$ cat src/rtl/fft_pkg.sv
// Shared constants, select encodings and FSM states for the 32-point radix-2 FFT datapath control.
// Latency: none (declarations only).
// Backpressure: not applicable.
package fft_pkg;

    localparam int NUMSTAGES  = 5;
    localparam int ADDRSIZE   = 3;
    localparam int NUMSAMPLES = 32;
    localparam int NUMBANKS   = 4;

    // PE-input ordering selects (bank order presented to the butterfly)
    localparam logic [1:0] M1_ORD_0123 = 2'b00;
    localparam logic [1:0] M1_ORD_2031 = 2'b01;
    localparam logic [1:0] M1_ORD_0213 = 2'b10;

    typedef enum logic [1:0] {
        ST_IDLE  = 2'd0,
        ST_READ  = 2'd1,
        ST_DRAIN = 2'd2,
        ST_DONE  = 2'd3
    } stage_state_t;

endpackage

$ cat src/rtl/fft_stage_ctrl.sv
// Per-stage address/select sequencer for a 4-bank in-place radix-2 FFT (8 reads, then write-back).
// Latency: reads start 1 cycle after en_stage is sampled; writes trail reads by PIPE_LAT; done at 8+PIPE_LAT.
// Backpressure: none; en_stage low mid-stage aborts, ld_data high flushes everything back to IDLE.
module fft_stage_ctrl #(
    parameter int NUMSTAGES = fft_pkg::NUMSTAGES,
    parameter int ADDRSIZE  = fft_pkg::ADDRSIZE,
    parameter int PIPE_LAT  = 2
) (
    input  logic                clk,
    input  logic                rst_n,
    input  logic                ld_data,
    input  logic                en_stage,
    input  logic [2:0]          stage_num,
    output logic                m0_s,
    output logic [1:0]          m1_s,
    output logic                m2_s,
    output logic                m3_s,
    output logic [ADDRSIZE-1:0] r_addr_0_1,
    output logic [ADDRSIZE-1:0] r_addr_2_3,
    output logic [ADDRSIZE-1:0] w_addr_0_1,
    output logic [ADDRSIZE-1:0] w_addr_2_3,
    output logic                stage_done
);
    import fft_pkg::*;

    localparam int                  WORDS      = NUMSAMPLES / NUMBANKS;
    localparam logic [ADDRSIZE-1:0] C_LAST     = ADDRSIZE'(WORDS - 1);
    localparam logic [2:0]          LAST_STAGE = 3'(NUMSTAGES - 1);
    localparam int                  DW         = (PIPE_LAT > 1) ? $clog2(PIPE_LAT) : 1;

    // One in-flight write-back: valid flag plus the addresses that were read for it
    typedef struct packed {
        logic                vld;
        logic [ADDRSIZE-1:0] a01;
        logic [ADDRSIZE-1:0] a23;
    } wr_slot_t;

    stage_state_t        state;
    logic [ADDRSIZE-1:0] c;
    logic [DW-1:0]       drain_cnt;
    logic                live;
    wr_slot_t            pipe [PIPE_LAT];
    wr_slot_t            slot_in;
    logic                flush;

    logic [2:0]          stage_eff;
    logic [ADDRSIZE-1:0] stage_mask;
    logic [1:0]          m1_nat;
    logic                m2_nat;

    // Decode the effective stage: early stages pair words across addresses (XOR twist),
    // later stages pair words across banks at the same address.
    always_comb begin
        stage_eff  = (stage_num > LAST_STAGE) ? LAST_STAGE : stage_num;
        stage_mask = '0;
        m1_nat     = M1_ORD_0123;
        m2_nat     = 1'b1;
        if (stage_eff < 3'(ADDRSIZE)) begin
            stage_mask = ADDRSIZE'(WORDS / 2) >> stage_eff;
            m1_nat     = M1_ORD_2031;
            m2_nat     = 1'b0;
        end else if (stage_eff == LAST_STAGE - 3'd1) begin
            m1_nat = M1_ORD_0213;
        end
    end

    // Orderings follow stage_num directly; held at zero until the first clock after reset
    assign m1_s = live ? m1_nat : M1_ORD_0123;
    assign m2_s = live & m2_nat;

    // Stage sequencer: IDLE -> READ (8 words) -> DRAIN (pipeline empties) -> DONE
    always_ff @(posedge clk or negedge rst_n) begin
        if (!rst_n) begin
            state      <= ST_IDLE;
            c          <= '0;
            drain_cnt  <= '0;
            live       <= 1'b0;
            r_addr_0_1 <= '0;
            r_addr_2_3 <= '0;
            m0_s       <= 1'b0;
            stage_done <= 1'b0;
        end else begin
            live <= 1'b1;
            if (ld_data) begin
                state      <= ST_IDLE;
                c          <= '0;
                m0_s       <= 1'b0;
                stage_done <= 1'b0;
            end else begin
                case (state)
                    ST_IDLE: begin
                        if (en_stage) begin
                            state      <= ST_READ;
                            c          <= '0;
                            r_addr_0_1 <= '0;
                            r_addr_2_3 <= stage_mask;
                            m0_s       <= 1'b1;
                        end
                    end
                    ST_READ: begin
                        if (!en_stage) begin
                            state <= ST_IDLE;
                            m0_s  <= 1'b0;
                        end else if (c == C_LAST) begin
                            state     <= ST_DRAIN;
                            drain_cnt <= '0;
                        end else begin
                            c          <= c + 1'b1;
                            r_addr_0_1 <= c + 1'b1;
                            r_addr_2_3 <= (c + 1'b1) ^ stage_mask;
                        end
                    end
                    ST_DRAIN: begin
                        if (!en_stage) begin
                            state <= ST_IDLE;
                            m0_s  <= 1'b0;
                        end else if (drain_cnt == DW'(PIPE_LAT - 1)) begin
                            state      <= ST_DONE;
                            stage_done <= 1'b1;
                        end else begin
                            drain_cnt <= drain_cnt + 1'b1;
                        end
                    end
                    ST_DONE: begin
                        if (!en_stage) begin
                            state      <= ST_IDLE;
                            stage_done <= 1'b0;
                            m0_s       <= 1'b0;
                        end
                    end
                    default: state <= ST_IDLE;
                endcase
            end
        end
    end

    // Entry into the write-delay line: current read addresses, valid only while reading
    always_comb begin
        slot_in     = '0;
        slot_in.vld = (state == ST_READ);
        slot_in.a01 = r_addr_0_1;
        slot_in.a23 = r_addr_2_3;
        flush       = ld_data | (((state == ST_READ) || (state == ST_DRAIN)) & ~en_stage);
    end

    // Write-delay line: replays read addresses PIPE_LAT cycles later; emptied on load or abort
    always_ff @(posedge clk or negedge rst_n) begin
        if (!rst_n) begin
            for (int i = 0; i < PIPE_LAT; i++) pipe[i] <= '0;
        end else if (flush) begin
            for (int i = 0; i < PIPE_LAT; i++) pipe[i] <= '0;
        end else begin
            pipe[0] <= slot_in;
            for (int i = 1; i < PIPE_LAT; i++) pipe[i] <= pipe[i-1];
        end
    end

    assign m3_s       = pipe[PIPE_LAT-1].vld;
    assign w_addr_0_1 = pipe[PIPE_LAT-1].a01;
    assign w_addr_2_3 = pipe[PIPE_LAT-1].a23;

endmodule

$ cat config.mk
export PLATFORM = sky130hd
export DESIGN_NAME = fft_stage_ctrl
export DESIGN_NICKNAME = d
export VERILOG_FILES = /design/src/rtl/fft_pkg.sv /design/src/rtl/fft_stage_ctrl.sv
export SDC_FILE = /design/constraint.sdc
export NUM_CORES = 1
export LEC_CHECK = 0
export CAP_MARGIN = 20
export CORE_UTILIZATION = 47
export DETAILED_ROUTE_END_ITERATION = 16
export PLACE_DENSITY_LB_ADDON = 0.25
export SYNTH_ARGS = -nofsm -noshare
export SYNTH_HDL_FRONTEND = slang
export SYNTH_SLANG_ARGS = --single-unit
$ cat constraint.sdc
create_clock -name clk -period 3 [get_ports clk]
set_input_delay 0.75 -clock clk [delete_from_list [all_inputs] [get_ports clk]]
set_output_delay 0.75 -clock clk [all_outputs]
set_load 0.01 [all_outputs]
==> qor.csv <==
stage,metric,value,unit
clock_network,cts_buffer_depth,2,
clock_network,tritoncts,built,
drt,vias_per_cell,5.060,
timing,final.setup.tns,0,ps
clock_network,hold_buffers,0,
critical_path,r2r_slack,980,ps
global_routing,grt_pass1_wl,3946,um
floorplanning,die_h,55.45,um
critical_path,required,2250,ps
critical_path,setup.worst_path.start_class,primary input,
timing,finalSetupViolCount,0,
logic_synthesis,ys_warn_count,0,
logic_synthesis,syn_nets,140,
logic_synthesis,syn-mean-instance-area,10.57,um^2
logic_synthesis,synthCells,127,
drt,dr_total_vias,926,
drt,highest-signal-layer,met4,
cells_and_area,antenna_cells,0,
critical_path,crit_top_cell,clkdlybuf4s50_1,
drt,drt-pass1-iter-count,4,
cells_and_area,final_area,1652,um^2
critical_path,crit_chain,clkdlybuf4s50_1 > nand2b_1 > a21oi_1 > clkdlybuf4s50_1,
pwr,p_leak,0.0007565,uW
logic_synthesis,synth_ff_type,dfrtp_1,
timing,hold_violations,0,
logic_synthesis,synth-seq-area-share,54.05,%
floorplanning,num_rows,19,
place,io_buffers,24,
timing,min_period,2824,ps
logic_synthesis,ys_ff_latch,29,
status,status,completed,
timing,hold-worst-slack,451.2,ps
clock_network,clkTransAtPathRegs,90,ps
pwr,power,846.4,uW
place,dp_hpwl,1610,um
critical_path,critPathKind,in -> out,
cells_and_area,drive_gt1_share,10.53,%
critical_path,crit_path_top_delay_cell,clkdlybuf4s50_1,
floorplanning,core,2734,um^2
logic_synthesis,netlist_area,1343,um^2
clock_network,htree_levels,2,
timing,rsz0062_at_grt,no,
logic_synthesis,synth_edf_count,0,
timing,post-route-period-util,94.14,%
floorplanning,die-area,3074,um^2
critical_path,crit_fanout,5,
cells_and_area,area_delta_synth_final,23.02,%
floorplanning,start_util,49.11,%
global_routing,grt_max_degree,30,
clock_network,cts_buffers,5,
cells_and_area,postLayoutCoreUtil,60.41,%
clock_network,cts_setup_buffers,0,
drt,ant_nets,0,
clock_network,root_buffer,clkbuf_4,
drt,m1WireLength,942,um
clock_network,clk_latency,320,ps
drt,wl_per_cell,12.21,um
global_routing,grt_pass1_vias,899,
run,cap_viol_max_count,0,
clock_network,cts_sinks,29,
timing,maxSlewViolCount,0,
logic_synthesis,async_flop_share,100.0,%
cells_and_area,final_nets,164,
floorplanning,ioPinCount,25,
pwr,peakVddDrop,0.4097,mV
drt,met3RoutedLength,110,um
drt,wl_met2,1156,um
logic_synthesis,synth_cell_types,33,
critical_path,slowest_delay,550,ps
drt,totalWireLength,2235,um
place,place_area,1582,um^2
drt,remaining_drc_errors,0,
timing,finClkSkew,6.591,ps
pwr,p_per_area,512.5,nW/um^2
timing,fmax,354.1,MHz
floorplanning,die_w,55.45,um
hold_path,hold_class,reg -> reg,
critical_path,worstPathArrival,2070,ps
drt,drt_iter0_markers,23,
global_routing,grt-ovfl-total,0,
global_routing,grt_usage,16.83,%
place,gp_congestion,0.7759,
clock_network,post_cts_resized,0,
global_routing,antenna_found_initial,0,
critical_path,cp-end-kind,primary output,
## state kept, by name, indices dropped and copies added (netlist names)
| name | count |
|---|---|
| w_addr_2_3 | 3 |
| stage_done | 1 |
| m0_s | 1 |
| pipe | 7 |
| r_addr_2_3 | 3 |
| state | 2 |
| r_addr_0_1 | 3 |
| m3_s | 1 |
| drain_cnt | 1 |
| live | 1 |
| c | 3 |
| w_addr_0_1 | 3 |
## placed cells by master (no fill, tap or decap), drive strengths merged, types with 2 or more instances in the layout
cell / n
dfrtp: 29
clkdlybuf4s50: 24
and2: 14
nand2: 12
nor2: 11
o21ai: 8
clkbuf: 7
nor2b: 6
ha: 6
a21oi: 5
nand2b: 3
buf: 3
inv: 3
nor3: 2
xor2: 2
a32oi: 2
mux2: 2
## Yosys cell counts (2+ instances only)
cell      instances  area share, %
nor2_1           10            2.8
nor2b_1           6            2.8
and2_1           14            6.5
nor3_1            2           0.75
a21oi_1           5            1.9
a32oi_1           2            1.3
clkbuf_1          2           0.56
dfrtp_1          29             54
buf_4             6            3.4
nand2_1          12            3.4
ha_1              6            5.6
o21ai_0           7            2.6
buf_2             2           0.75
inv_1             2           0.56
nand2b_1          3            1.4
xor2_1            2            1.3
## report_power, final
group          switching (uW)  leakage, uW  total [uW]  internal [uW]
Sequential               15.3     0.000394         435            420
Combinational            69.5     0.000321         142           72.8
Clock                     133    0.0000413         269            136
Total                     218     0.000757         846            629
## per-layer routing
layer	vias up	track usage, %
met2	23	27.71
met1	436	19.84
met4	0	5.357
met5	-	0
met3	5	7.260
li1	462	-
## critical path: cells and delay by family
family          cells  cell delay [ps]
buf+inv             2             1020
simple gates        1              190
compound gates      1              120
## cells by family after synthesis
kind of cell / Yosys count / synth area share [%]
multiplexers: 3 / 2.702
flip-flops: 29 / 54.05
AND/OR/NAND/NOR: 50 / 19.48
XOR/XNOR: 3 / 1.957
buffers and inverters: 13 / 5.499
other: 1 / 0.2793
adder cells (fa/ha/maj): 6 / 5.592
AO/OA/AOI/OAI: 22 / 10.44
## metrics by stage
step                      std cells  worst slack (ps)
final                           183             175.7
after global routing            183             90.48
after CTS                       183             167.0
after detailed placement        175             179.8
after global placement          175             216.1
after floorplan                 127              1157
## worst paths after layout
| path | startpoint | end | depth (start not counted) |
|---|---|---|---|
| max | stage_num[2] | m1_s[0] | 4 |
| min | pipe[9]$_DFF_PN0_ | w_addr_2_3[2]$_DFF_PN0_ | 1 |
| max reg2reg | state[1]$_DFFE_PN0P_ | r_addr_0_1[0]$_DFFE_PN0P_ | 6 |
| min reg2reg | pipe[9]$_DFF_PN0_ | w_addr_2_3[2]$_DFF_PN0_ | 1 |
| max in group asynchronous | rst_n | pipe[13]$_DFF_PN0_ | 2 |
| min in group asynchronous | rst_n | w_addr_2_3[0]$_DFF_PN0_ | 2 |
## cell type report
cell class / instances / area, um^2
well taps: 31 / 38.79
fillers: 227 / 1082
inverters: 3 / 11.26
multi-input cells: 85 / 543.0
clock buffers: 7 / 65.06
clock inverters: 1 / 5.005
flip-flops and latches: 29 / 725.7
repair buffers: 27 / 262.8
No activity file was read; power rests on OpenSTA's default activity.
